==> src/rtl/qq_cmd_ctrl.sv <==
// QuickQueue host-side command initiator.
// Accepts one ENQ/DEQ/REPL command at a time, checks it against the queue
// status, issues a single-cycle pulse into the queue's first node, waits for
// the queue to settle and returns one response per command.

package pq_pkg;

    typedef struct packed {
        logic [7:0] key;
        logic [7:0] val;
    } kv_t;

    // Empty slot sentinel: largest key so it always sorts last
    localparam kv_t KV_EMPTY = '{key: 8'hFF, val: 8'h00};

    typedef enum logic [1:0] {
        OP_ENQ  = 2'b00,
        OP_DEQ  = 2'b01,
        OP_REPL = 2'b10,
        OP_NOP  = 2'b11
    } op_e;

endpackage

module qq_cmd_ctrl
    import pq_pkg::*;
#(
    parameter  int CAP = 8,
    parameter  int TMO = 64,
    localparam int CW  = $clog2(CAP + 1)
) (
    input  logic          clk,
    input  logic          rst,
    qq_cmd_ctrl_if.slave  bus,
    output logic [CW-1:0] occ,
    output logic          hang
);

    localparam int WW = $clog2(TMO + 1);

    typedef enum logic [2:0] {
        S_IDLE,
        S_CHECK,
        S_ISSUE,
        S_WAIT,
        S_RESP
    } state_e;

    state_e        r_state;
    state_e        w_next;

    // Latched command
    op_e           r_op;
    kv_t           r_kv;

    // Registered outputs
    logic          r_cmd_ready;
    kv_t           r_rsp_kv;
    logic          r_rsp_err;
    logic          r_rsp_tmo;
    logic [CW-1:0] r_occ;
    logic          r_hang;
    logic [WW-1:0] r_wdog;

    // Combinational helpers
    logic          w_accept;
    logic          w_reject;
    logic          w_tmo_hit;
    logic          w_timeout;
    logic          w_q_enq;
    logic          w_q_deq;
    logic          w_q_repl;
    kv_t           w_q_kv;
    kv_t           w_q_head;

    assign w_q_head  = bus.q_head;
    assign w_accept  = (r_state == S_IDLE) && r_cmd_ready && bus.cmd_valid;

    // Queue status, not the local occupancy, decides whether a command is legal
    assign w_reject  = ((r_op == OP_ENQ) && bus.q_full)
                     || (((r_op == OP_DEQ) || (r_op == OP_REPL)) && bus.q_empty)
                     || (r_op == OP_NOP);

    // Current CHECK/WAIT cycle is the TMO-th one counted since accept
    assign w_tmo_hit = (r_wdog == WW'(TMO - 1));

    // A ready queue wins over the watchdog in the same cycle
    assign w_timeout = (((r_state == S_CHECK) && !w_reject) || (r_state == S_WAIT))
                     && !bus.q_rdy && w_tmo_hit;

    // State register
    always_ff @(posedge clk) begin
        // NOTE: sequential state uses non-blocking assignments so every
        // register samples the pre-edge values of the others.
        if (rst) begin
            r_state <= S_IDLE;
        end else begin
            r_state <= w_next;
        end
    end

    // Next-state decode
    always_comb begin
        // NOTE: default assignment first so no path leaves w_next unassigned
        // and no latch is inferred.
        w_next = r_state;
        case (r_state)
            S_IDLE: begin
                if (w_accept) w_next = S_CHECK;
            end
            S_CHECK: begin
                if (w_reject)         w_next = S_RESP;
                else if (bus.q_rdy)   w_next = S_ISSUE;
                else if (w_tmo_hit)   w_next = S_RESP;
            end
            S_ISSUE: begin
                w_next = S_WAIT;
            end
            S_WAIT: begin
                if (bus.q_rdy || w_tmo_hit) w_next = S_RESP;
            end
            S_RESP: begin
                if (bus.rsp_ready) w_next = S_IDLE;
            end
            default: begin
                w_next = S_IDLE;
            end
        endcase
    end

    // Queue pulses and data: only ever active in ISSUE, one pulse at a time
    always_comb begin
        w_q_enq  = 1'b0;
        w_q_deq  = 1'b0;
        w_q_repl = 1'b0;
        w_q_kv   = KV_EMPTY;
        if (r_state == S_ISSUE) begin
            case (r_op)
                OP_ENQ: begin
                    w_q_enq = 1'b1;
                    w_q_kv  = r_kv;
                end
                OP_DEQ: begin
                    w_q_deq = 1'b1;
                end
                OP_REPL: begin
                    w_q_repl = 1'b1;
                    w_q_kv   = r_kv;
                end
                default: begin
                end
            endcase
        end
    end

    // Command latch on accept
    always_ff @(posedge clk) begin
        // NOTE: the latched command is only read after an accept has loaded
        // it, so it carries no reset.
        if (w_accept) begin
            r_op <= op_e'(bus.cmd_op);
            r_kv <= bus.cmd_kv;
        end
    end

    // Command-ready flag: registered so it reads 0 straight out of reset
    always_ff @(posedge clk) begin
        if (rst) begin
            r_cmd_ready <= 1'b0;
        end else begin
            r_cmd_ready <= (w_next == S_IDLE);
        end
    end

    // Watchdog: cleared on entry to CHECK, counts every CHECK/WAIT cycle
    always_ff @(posedge clk) begin
        if (rst) begin
            r_wdog <= '0;
        end else if (w_accept) begin
            r_wdog <= '0;
        end else if ((r_state == S_CHECK) || (r_state == S_WAIT)) begin
            if (!w_tmo_hit) r_wdog <= r_wdog + 1'b1;
        end
    end

    // Response payload, held stable while RESP waits for rsp_ready
    always_ff @(posedge clk) begin
        if (rst) begin
            r_rsp_kv  <= KV_EMPTY;
            r_rsp_err <= 1'b0;
            r_rsp_tmo <= 1'b0;
        end else if ((r_state == S_CHECK) && w_reject) begin
            r_rsp_kv  <= KV_EMPTY;
            r_rsp_err <= 1'b1;
            r_rsp_tmo <= 1'b0;
        end else if (r_state == S_ISSUE) begin
            // DEQ/REPL return the head as it was before the operation
            r_rsp_kv  <= (r_op == OP_ENQ) ? r_kv : w_q_head;
            r_rsp_err <= 1'b0;
            r_rsp_tmo <= 1'b0;
        end else if (w_timeout) begin
            r_rsp_kv  <= KV_EMPTY;
            r_rsp_err <= 1'b1;
            r_rsp_tmo <= 1'b1;
        end
    end

    // Occupancy tracking (saturating) and sticky hang flag
    always_ff @(posedge clk) begin
        if (rst) begin
            r_occ  <= '0;
            r_hang <= 1'b0;
        end else begin
            if (r_state == S_ISSUE) begin
                if ((r_op == OP_ENQ) && (r_occ != CW'(CAP))) begin
                    r_occ <= r_occ + 1'b1;
                end else if ((r_op == OP_DEQ) && (r_occ != '0)) begin
                    r_occ <= r_occ - 1'b1;
                end
            end
            // A timeout after ISSUE leaves occ as already updated
            if (w_timeout) r_hang <= 1'b1;
        end
    end

    assign bus.cmd_ready = r_cmd_ready;
    assign bus.rsp_valid = (r_state == S_RESP);
    assign bus.rsp_kv    = r_rsp_kv;
    assign bus.rsp_err   = r_rsp_err;
    assign bus.rsp_tmo   = r_rsp_tmo;
    assign bus.q_enq     = w_q_enq;
    assign bus.q_deq     = w_q_deq;
    assign bus.q_repl    = w_q_repl;
    assign bus.q_kv      = w_q_kv;
    assign occ           = r_occ;
    assign hang          = r_hang;

endmodule

==> src/rtl/qq_cmd_ctrl_if.sv <==
// Command, response and queue-side signal bundle for qq_cmd_ctrl.
// The key/value type is a parameter so this file does not depend on the
// queue package; users bind it to pq_pkg::kv_t.
interface qq_cmd_ctrl_if #(
    parameter type kv_t = logic [15:0]
) ();

    // Host command channel
    logic       cmd_valid;
    logic       cmd_ready;
    logic [1:0] cmd_op;
    kv_t        cmd_kv;

    // Host response channel
    logic       rsp_valid;
    logic       rsp_ready;
    kv_t        rsp_kv;
    logic       rsp_err;
    logic       rsp_tmo;

    // Queue first-node interface
    logic       q_enq;
    logic       q_deq;
    logic       q_repl;
    kv_t        q_kv;
    kv_t        q_head;
    logic       q_rdy;
    logic       q_full;
    logic       q_empty;

    // Host plus queue side: issues commands, consumes responses, reports status
    modport master (
        output cmd_valid, cmd_op, cmd_kv, rsp_ready,
        output q_head, q_rdy, q_full, q_empty,
        input  cmd_ready, rsp_valid, rsp_kv, rsp_err, rsp_tmo,
        input  q_enq, q_deq, q_repl, q_kv
    );

    // Controller side
    modport slave (
        input  cmd_valid, cmd_op, cmd_kv, rsp_ready,
        input  q_head, q_rdy, q_full, q_empty,
        output cmd_ready, rsp_valid, rsp_kv, rsp_err, rsp_tmo,
        output q_enq, q_deq, q_repl, q_kv
    );

endinterface

==> src/flat_wrapper.sv <==
// flat-port wrapper written by rule: the top's interface ports become plain ports
module qq_cmd_ctrl_flat import pq_pkg::*;
#(
    parameter  int CAP = 8,
    parameter  int TMO = 64,
    localparam int CW  = $clog2(CAP + 1)
)
  (clk, rst, occ, hang, bus_cmd_valid, bus_cmd_op, bus_cmd_kv, bus_rsp_ready, bus_q_head, bus_q_rdy, bus_q_full, bus_q_empty, bus_cmd_ready, bus_rsp_valid, bus_rsp_kv, bus_rsp_err, bus_rsp_tmo, bus_q_enq, bus_q_deq, bus_q_repl, bus_q_kv);
  qq_cmd_ctrl_if bus_i ();
  input  logic clk;
  input  logic rst;
  output logic [CW-1:0] occ;
  output logic hang;
  input wire logic [$bits(bus_i.cmd_valid)-1:0] bus_cmd_valid;
  input wire logic [$bits(bus_i.cmd_op)-1:0] bus_cmd_op;
  input wire logic [$bits(bus_i.cmd_kv)-1:0] bus_cmd_kv;
  input wire logic [$bits(bus_i.rsp_ready)-1:0] bus_rsp_ready;
  input wire logic [$bits(bus_i.q_head)-1:0] bus_q_head;
  input wire logic [$bits(bus_i.q_rdy)-1:0] bus_q_rdy;
  input wire logic [$bits(bus_i.q_full)-1:0] bus_q_full;
  input wire logic [$bits(bus_i.q_empty)-1:0] bus_q_empty;
  output wire logic [$bits(bus_i.cmd_ready)-1:0] bus_cmd_ready;
  output wire logic [$bits(bus_i.rsp_valid)-1:0] bus_rsp_valid;
  output wire logic [$bits(bus_i.rsp_kv)-1:0] bus_rsp_kv;
  output wire logic [$bits(bus_i.rsp_err)-1:0] bus_rsp_err;
  output wire logic [$bits(bus_i.rsp_tmo)-1:0] bus_rsp_tmo;
  output wire logic [$bits(bus_i.q_enq)-1:0] bus_q_enq;
  output wire logic [$bits(bus_i.q_deq)-1:0] bus_q_deq;
  output wire logic [$bits(bus_i.q_repl)-1:0] bus_q_repl;
  output wire logic [$bits(bus_i.q_kv)-1:0] bus_q_kv;
  assign bus_i.cmd_valid = bus_cmd_valid;
  assign bus_i.cmd_op = bus_cmd_op;
  assign bus_i.cmd_kv = bus_cmd_kv;
  assign bus_i.rsp_ready = bus_rsp_ready;
  assign bus_i.q_head = bus_q_head;
  assign bus_i.q_rdy = bus_q_rdy;
  assign bus_i.q_full = bus_q_full;
  assign bus_i.q_empty = bus_q_empty;
  assign bus_cmd_ready = bus_i.cmd_ready;
  assign bus_rsp_valid = bus_i.rsp_valid;
  assign bus_rsp_kv = bus_i.rsp_kv;
  assign bus_rsp_err = bus_i.rsp_err;
  assign bus_rsp_tmo = bus_i.rsp_tmo;
  assign bus_q_enq = bus_i.q_enq;
  assign bus_q_deq = bus_i.q_deq;
  assign bus_q_repl = bus_i.q_repl;
  assign bus_q_kv = bus_i.q_kv;
  qq_cmd_ctrl #(.CAP(CAP), .TMO(TMO)) u_core (.clk(clk), .rst(rst), .bus(bus_i), .occ(occ), .hang(hang));
endmodule
==> config.mk <==
export PLATFORM = sky130hd
export DESIGN_NAME = qq_cmd_ctrl_flat
export DESIGN_NICKNAME = d
export VERILOG_FILES = /design/src/rtl/qq_cmd_ctrl.sv /design/src/rtl/qq_cmd_ctrl_if.sv /design/src/flat_wrapper.sv
export SDC_FILE = /design/constraint.sdc
export NUM_CORES = 1
export LEC_CHECK = 0
export BUFFER_PORTS_ARGS = -buffer_cell sky130_fd_sc_hd__buf_2
export CAP_MARGIN = 20
export CELL_PAD_IN_SITES_DETAIL_PLACEMENT = 0
export CELL_PAD_IN_SITES_GLOBAL_PLACEMENT = 1
export CORE_MARGIN = 2
export CORE_UTILIZATION = 38
export DETAILED_ROUTE_END_ITERATION = 8
export PLACE_DENSITY = 0.76
export SLEW_MARGIN = 15
export SYNTH_ARGS = -nofsm -noshare
export SYNTH_HDL_FRONTEND = slang
export SYNTH_SLANG_ARGS = --single-unit
==> constraint.sdc <==
create_clock -name clk -period 3.9 [get_ports clk]
set_input_delay 0.195 -clock clk [delete_from_list [all_inputs] [get_ports clk]]
set_output_delay 0.195 -clock clk [all_outputs]
set_load 0.02 [all_outputs]
Word level (Yosys, flattened, before mapping):

Cells that the tools add are included.

* register bits after elaboration: 52
* bits in latches: 0
* RAM bits: 0
* memory bits (read-only): 0
* input port bits: 41
* output and inout bits: 44
* memories: 0

* add/subtract/negate cells: 3
* multiply operators: 0
* div/mod/pow operators: 0
* $lt $le $gt $ge: 0
* equal/unequal tests: 9
* shifts and indexed selects: 0
* muxes and demuxes: 23
* bitwise operators: 1
* reductions and logical operators: 31

Operator list (count)
* $mux W16: 5
* $mux W3: 6
* $pmux W3 S5: 1
* $logic_and A1 B1 Y1: 10
* $mux W1: 9
* $mux W4: 2
* $add A7 B1 Y7 const B: 1
* $eq A7 B6 Y1 const B: 1
* $eq A3 B2 Y1 const B: 2
* $logic_not A3 Y1: 2
* $logic_or A1 B1 Y1: 6
* $reduce_or A2 Y1: 3
* $add A4 B1 Y4 const B: 1
* $eq A2 B2 Y1 const B: 2
* $ne A4 B4 Y1 const B: 1
* $reduce_and A2 Y1: 2
* $reduce_bool A2 Y1: 2
* $reduce_bool A4 Y1: 1
* $sub A4 B1 Y4 const B: 1
* $eq A3 B1 Y1 const B: 1
* $eq A3 B3 Y1 const B: 1
* $reduce_bool A3 Y1: 1
* $reduce_or A3 Y1: 1
* $eq A2 B1 Y1 const B: 1
* other kinds (3): 4

Depth between registers and ports, before layout:

* word-level depth: 13
* gate-level depth with buffers: 11

Worst setup path before layout:

OpenSTA, ideal clock, no wires.

* kind: register to register
* from: reg u_core.r_state[0]
* to: reg u_core.r_cmd_ready (netlist: u_core.bus.cmd_ready)
* setup time: 0.130 ns
* data arrival time: 3.071 ns
* data required time: 3.770 ns
* path slack: 0.699 ns
* cell stages (with the launch flop): 6
* buffers on the path: 2
* clock period less this slack: 3.201 ns
* cells stage by stage: dfxtp_1 buf_2 nor4_1 or2_2 clkbuf_1 nor4b_1

* word-level cells in the longest chain between the ends: 6
* elaborated cells between the ends (all ways): 15
* classes of those cells: eq/ne (4); mux (7); reduce/logical (4)

Ends and longest elaborated chain
* start: declaration: RTL line qq_cmd_ctrl.sv:49 `state_e r_state;`
* start signal: assignment: RTL line qq_cmd_ctrl.sv:98 `r_state <= w_next;`
* $logic_not A3 Y1: RTL line qq_cmd_ctrl.sv:77 `assign w_accept = (r_state == S_IDLE) && r_cmd_ready && bus.cmd_valid;`
* $logic_and A1 B1 Y1 (2 in series): RTL line qq_cmd_ctrl.sv:77
* net u_core.w_accept: RTL line qq_cmd_ctrl.sv:66 `logic w_accept;`
* $mux W3: RTL line qq_cmd_ctrl.sv:109 `if (w_accept) w_next = S_CHECK;`
* $pmux W3 S5: RTL line qq_cmd_ctrl.sv:107 `case (r_state)`
* $logic_not A3 Y1: RTL line qq_cmd_ctrl.sv:171 `r_cmd_ready <= (w_next == S_IDLE);`
* end signal: assignment: RTL line qq_cmd_ctrl.sv:171
* end: declaration: RTL line qq_cmd_ctrl.sv:57 `logic r_cmd_ready;`

The timed path passes the listed nets, and every way through them passes these cells.
A chain may end at the register's enable or synchronous reset.

Worst setup path after layout:

* from: reg u_core.r_op[1]
* to: out bus_q_kv[5]

* word-level cells in the longest chain between the ends: 4
* elaborated cells between the ends (all ways): 5
* classes of those cells: eq/ne (1); mux (2); reduce/logical (2)

Ends and longest elaborated chain
* start: declaration: RTL line qq_cmd_ctrl.sv:53 `op_e r_op;`
* start signal: assignment: RTL line qq_cmd_ctrl.sv:161 `r_op <= op_e'(bus.cmd_op);`
* $eq A2 B2 Y1 or $logic_not A2 Y1 (tied branches): RTL line qq_cmd_ctrl.sv:138 `case (r_op)`
* $reduce_or A2 Y1 (no line) *
* $mux W16 *: RTL line qq_cmd_ctrl.sv:138
* $mux W16 *: RTL line qq_cmd_ctrl.sv:137 `if (r_state == S_ISSUE) begin`
* end: declaration: RTL line flat_wrapper.sv:30 `output wire logic [$bits(bus_i.q_kv)-1:0] bus_q_kv;`

Every way passes the cells marked *; elsewhere a longest branch is shown, timed or not.

==> results by group <==
Floorplanning
  • Die width: about 84 µm
  • IO Pins: 85
  • Cell Rows: 29
  • Height of the die: 84.2 µm
  • Starting Density: between 30% and 40%
  • CORE AREA: around 6300 µm²
  • DIE AREA: between 7000 and 8000 µm²

Synthesis
  • Synth Area per Inst: roughly 12 µm²
  • EDFF count, synth: 18
  • Synthesized net count: between 200 and 300
  • Post-synthesis cell type count: between 50 and 60
  • Prevailing post-synth register cell: dfxtp_1
  • Post-synthesis cell count: 209
  • Register area share after synthesis: 50.0%
  • Synthesized area: roughly 2400 µm²
  • YS warnings: 0
  • Async set-or-reset flop fraction in the synthesized netlist: 0%
  • Seq cells post-synth: 52

STA
  • Final worst slack: about 1.4 ns
  • Fmax: 400 MHz
  • Final Hold Vio Count: 0
  • Final min period: between 2 and 3 ns
  • Final setup TNS: 0 ns
  • Period utilisation layout: between 60% and 70%
  • Final setup viols: 0
  • Clock skew: ~0.013 ns
  • Pin slew with the least headroom to its limit: approximately 0.96 ns
  • RSZ-0062 raised after global routing: no
  • Relative slew margins: 35.8%
  • Final Slew Violations: 0

Hold path
  • HP Class: input pin to flip-flop
  • Hold Path Stages: 1
  • Worst hold start: bus_cmd_kv[6]
  • Worst Hold Endpoint: u_core.r_kv[6]

Critical path
  • Worst R2R End: u_core.occ[3]
  • Critical path peak fanout: 23
  • Worst Path Buf+Inv: 3
  • CP max stage delay: about 0.58 ns
  • CP cell instances: inv_1, ha_1, buf_4, o21a_1, and2_1, buf_2
  • Critical path arrival: roughly 2.3 ns
  • Crit path max-delay cell type: o21a_1
  • Cell family with most CP delay: buffers and inverters
  • R2R Setup Slk: between 1 and 1.5 ns
  • Required time worst endpoint: between 3 and 4 ns
  • Worst Setup SP: u_core.r_op[1]
  • CP Launch Type: flip-flop
  • Crit. End Element: output port
  • R2R cell count: 7
  • WS Path Type: flip-flop to output port
  • R2R Path Start: u_core.occ[0]

Drt
  • Final ANT Viol Nets: 0
  • Initial DRC Count: 43
  • Wire per inst: about 14 µm
  • Total wire length: ~5200 µm
  • Via-per-instance ratio: around 5.1
  • Drt drc: 0
  • DRT Pass-1 Iters: 4
  • Routed via count: between 1500 and 2000

Global route
  • Antenna violations before repair: 1
  • First-pass GRT wire length: 8610 µm
  • Vias in the first global route: ~1800
  • Largest net degree at the start of global routing: 24
  • Tot GR Track Use: 15.0%
  • GRT overflow: 0

Cells and area
  • Antenna fix cells: 0
  • Layout Nets: ~340
  • Share of layout cells above drive strength 1: 36.9%
  • Commonest non-fill, non-tap cells in the layout: buf_2 (84), dfxtp_1 (34), mux2i_1 (19)
  • Fin util: between 40% and 50%
  • Commonest non-fill, non-tap cell in the layout: buf_2
  • Fillers: 600
  • Area Growth Syn to Fin: 23.1%

CTS
  • CTS Hold Bufs: 0
  • H-tree depth: 2
  • CTS tree: done
  • TritonCTS buffer count: 5
  • Clock insertion delay at the later pin of the skew report: approximately 0.3 ns
  • Clock Tree Root: clkbuf_8
  • Clk slew on worst S/H paths: about 0.10 ns
  • Post-CTS sizing: 0
  • Setup Buffers After CTS: 0
  • CTS Buffer Depth: 2
  • Sinks on Clock Net: 52

Place
  • RePlAce Congestion: between 0.7 and 0.8
  • DP HPWL: ~3800 µm
  • Pre-CTS setup slack: about 1.5 ns
  • Port-buffer cells: 84

Run status
  • Outcome: finished clean

Power and ir drop
  • Maximum VDD drop: roughly 0.24 mV
  • Power Density: about 410 nW/µm²
  • Total power draw: approximately 0.0012 W
  • Leakage power: between 1 and 1.5 nW

Flow run
  • Max Cap Violations: 0
## per-stage QoR
step	area, µm²	instances	hold WS, ns
after global placement	2920	362	0.371
after floorplan	2440	209	0.294
final	3010	370	0.0578
after detailed placement	2920	362	0.374
after global routing	3010	370	0.0447
after CTS	3010	370	0.0479
## final cells by class
cell class,count,area (µm²),share of cell area [%]
sequential,52,1220,40.6
multi-input combinational,143,1150,38.4
timing repair buffer,86,435,14.5
tap,77,96.3,3.20
clock buffer,6,72.6,2.41
inverter,4,15.0,0.499
clock inverter,2,13.8,0.458
## logic make-up (layout without fill, tap and decap cells)
kind of cell               after synthesis  count (layout)  share of synthesized area (%)
AOI/OAI and AO/OA                       44              44                           15.7
DFF                                     52              52                           50.0
muxes                                   20              20                           8.40
adders and majority gates                8               8                           4.40
buffers and inverters                   14              98                           3.07
xor gates and xnor gates                 7               7                           2.51
and+or+nand+nor                         64              64                           16.0
## synth_stat cells (all sizes together), types with 2 or more instances
cell      n  area share, %
o2bb2ai   9            3.2
nor3b     3            1.4
nand2     3           0.46
o21ai     3           0.61
clkbuf    3           0.46
nand2b   14            3.6
and3      2           0.56
a211o     2           0.77
xor2      6            2.2
a2bb2oi   8            2.9
inv       4           0.61
o2111ai   2           0.72
o21ba     2           0.82
dfxtp    34             28
edfxtp   18             22
ha        7            3.6
nor2b     3           0.77
nor4b     2           0.97
mux2i    19            7.8
and2     12            3.1
nor3      3           0.61
nor2     15            2.3
o211ai    3           0.92
buf       6            1.6
## power breakdown
part	switching (W)	internal, W	leakage (nW)
Clock	0.000176	0.000128	0.0456
Sequential	0.0000345	0.000617	0.441
Combinational	0.000153	0.000111	0.802
## flip-flops by register name, indices dropped and copies added (netlist names)
name,count
u_core.occ,4
u_core.r_op,2
u_core.hang,1
u_core.bus.cmd_ready,1
u_core.bus.rsp_kv,16
u_core.r_state,3
u_core.r_kv,16
u_core.r_wdog,7
u_core.bus.rsp_err,1
u_core.bus.rsp_tmo,1
## routing by layer
metal	global-route usage, %	routed length, µm
met5	0	13
met4	4.40	59
met3	3.93	310
met2	26.6	2550
met1	17.9	2310
## how the worst max path moves through the flow
stage | end | cells past startpoint
finish | bus_q_kv[5] | 6
global route | bus_q_kv[4] | 6
CTS | bus_q_kv[5] | 6
detailed placement | u_core.occ[3] | 7
global placement | u_core.occ[3] | 7
floorplan | u_core.bus.cmd_ready | 5
Note: power is estimated with default switching activity, not from simulation.
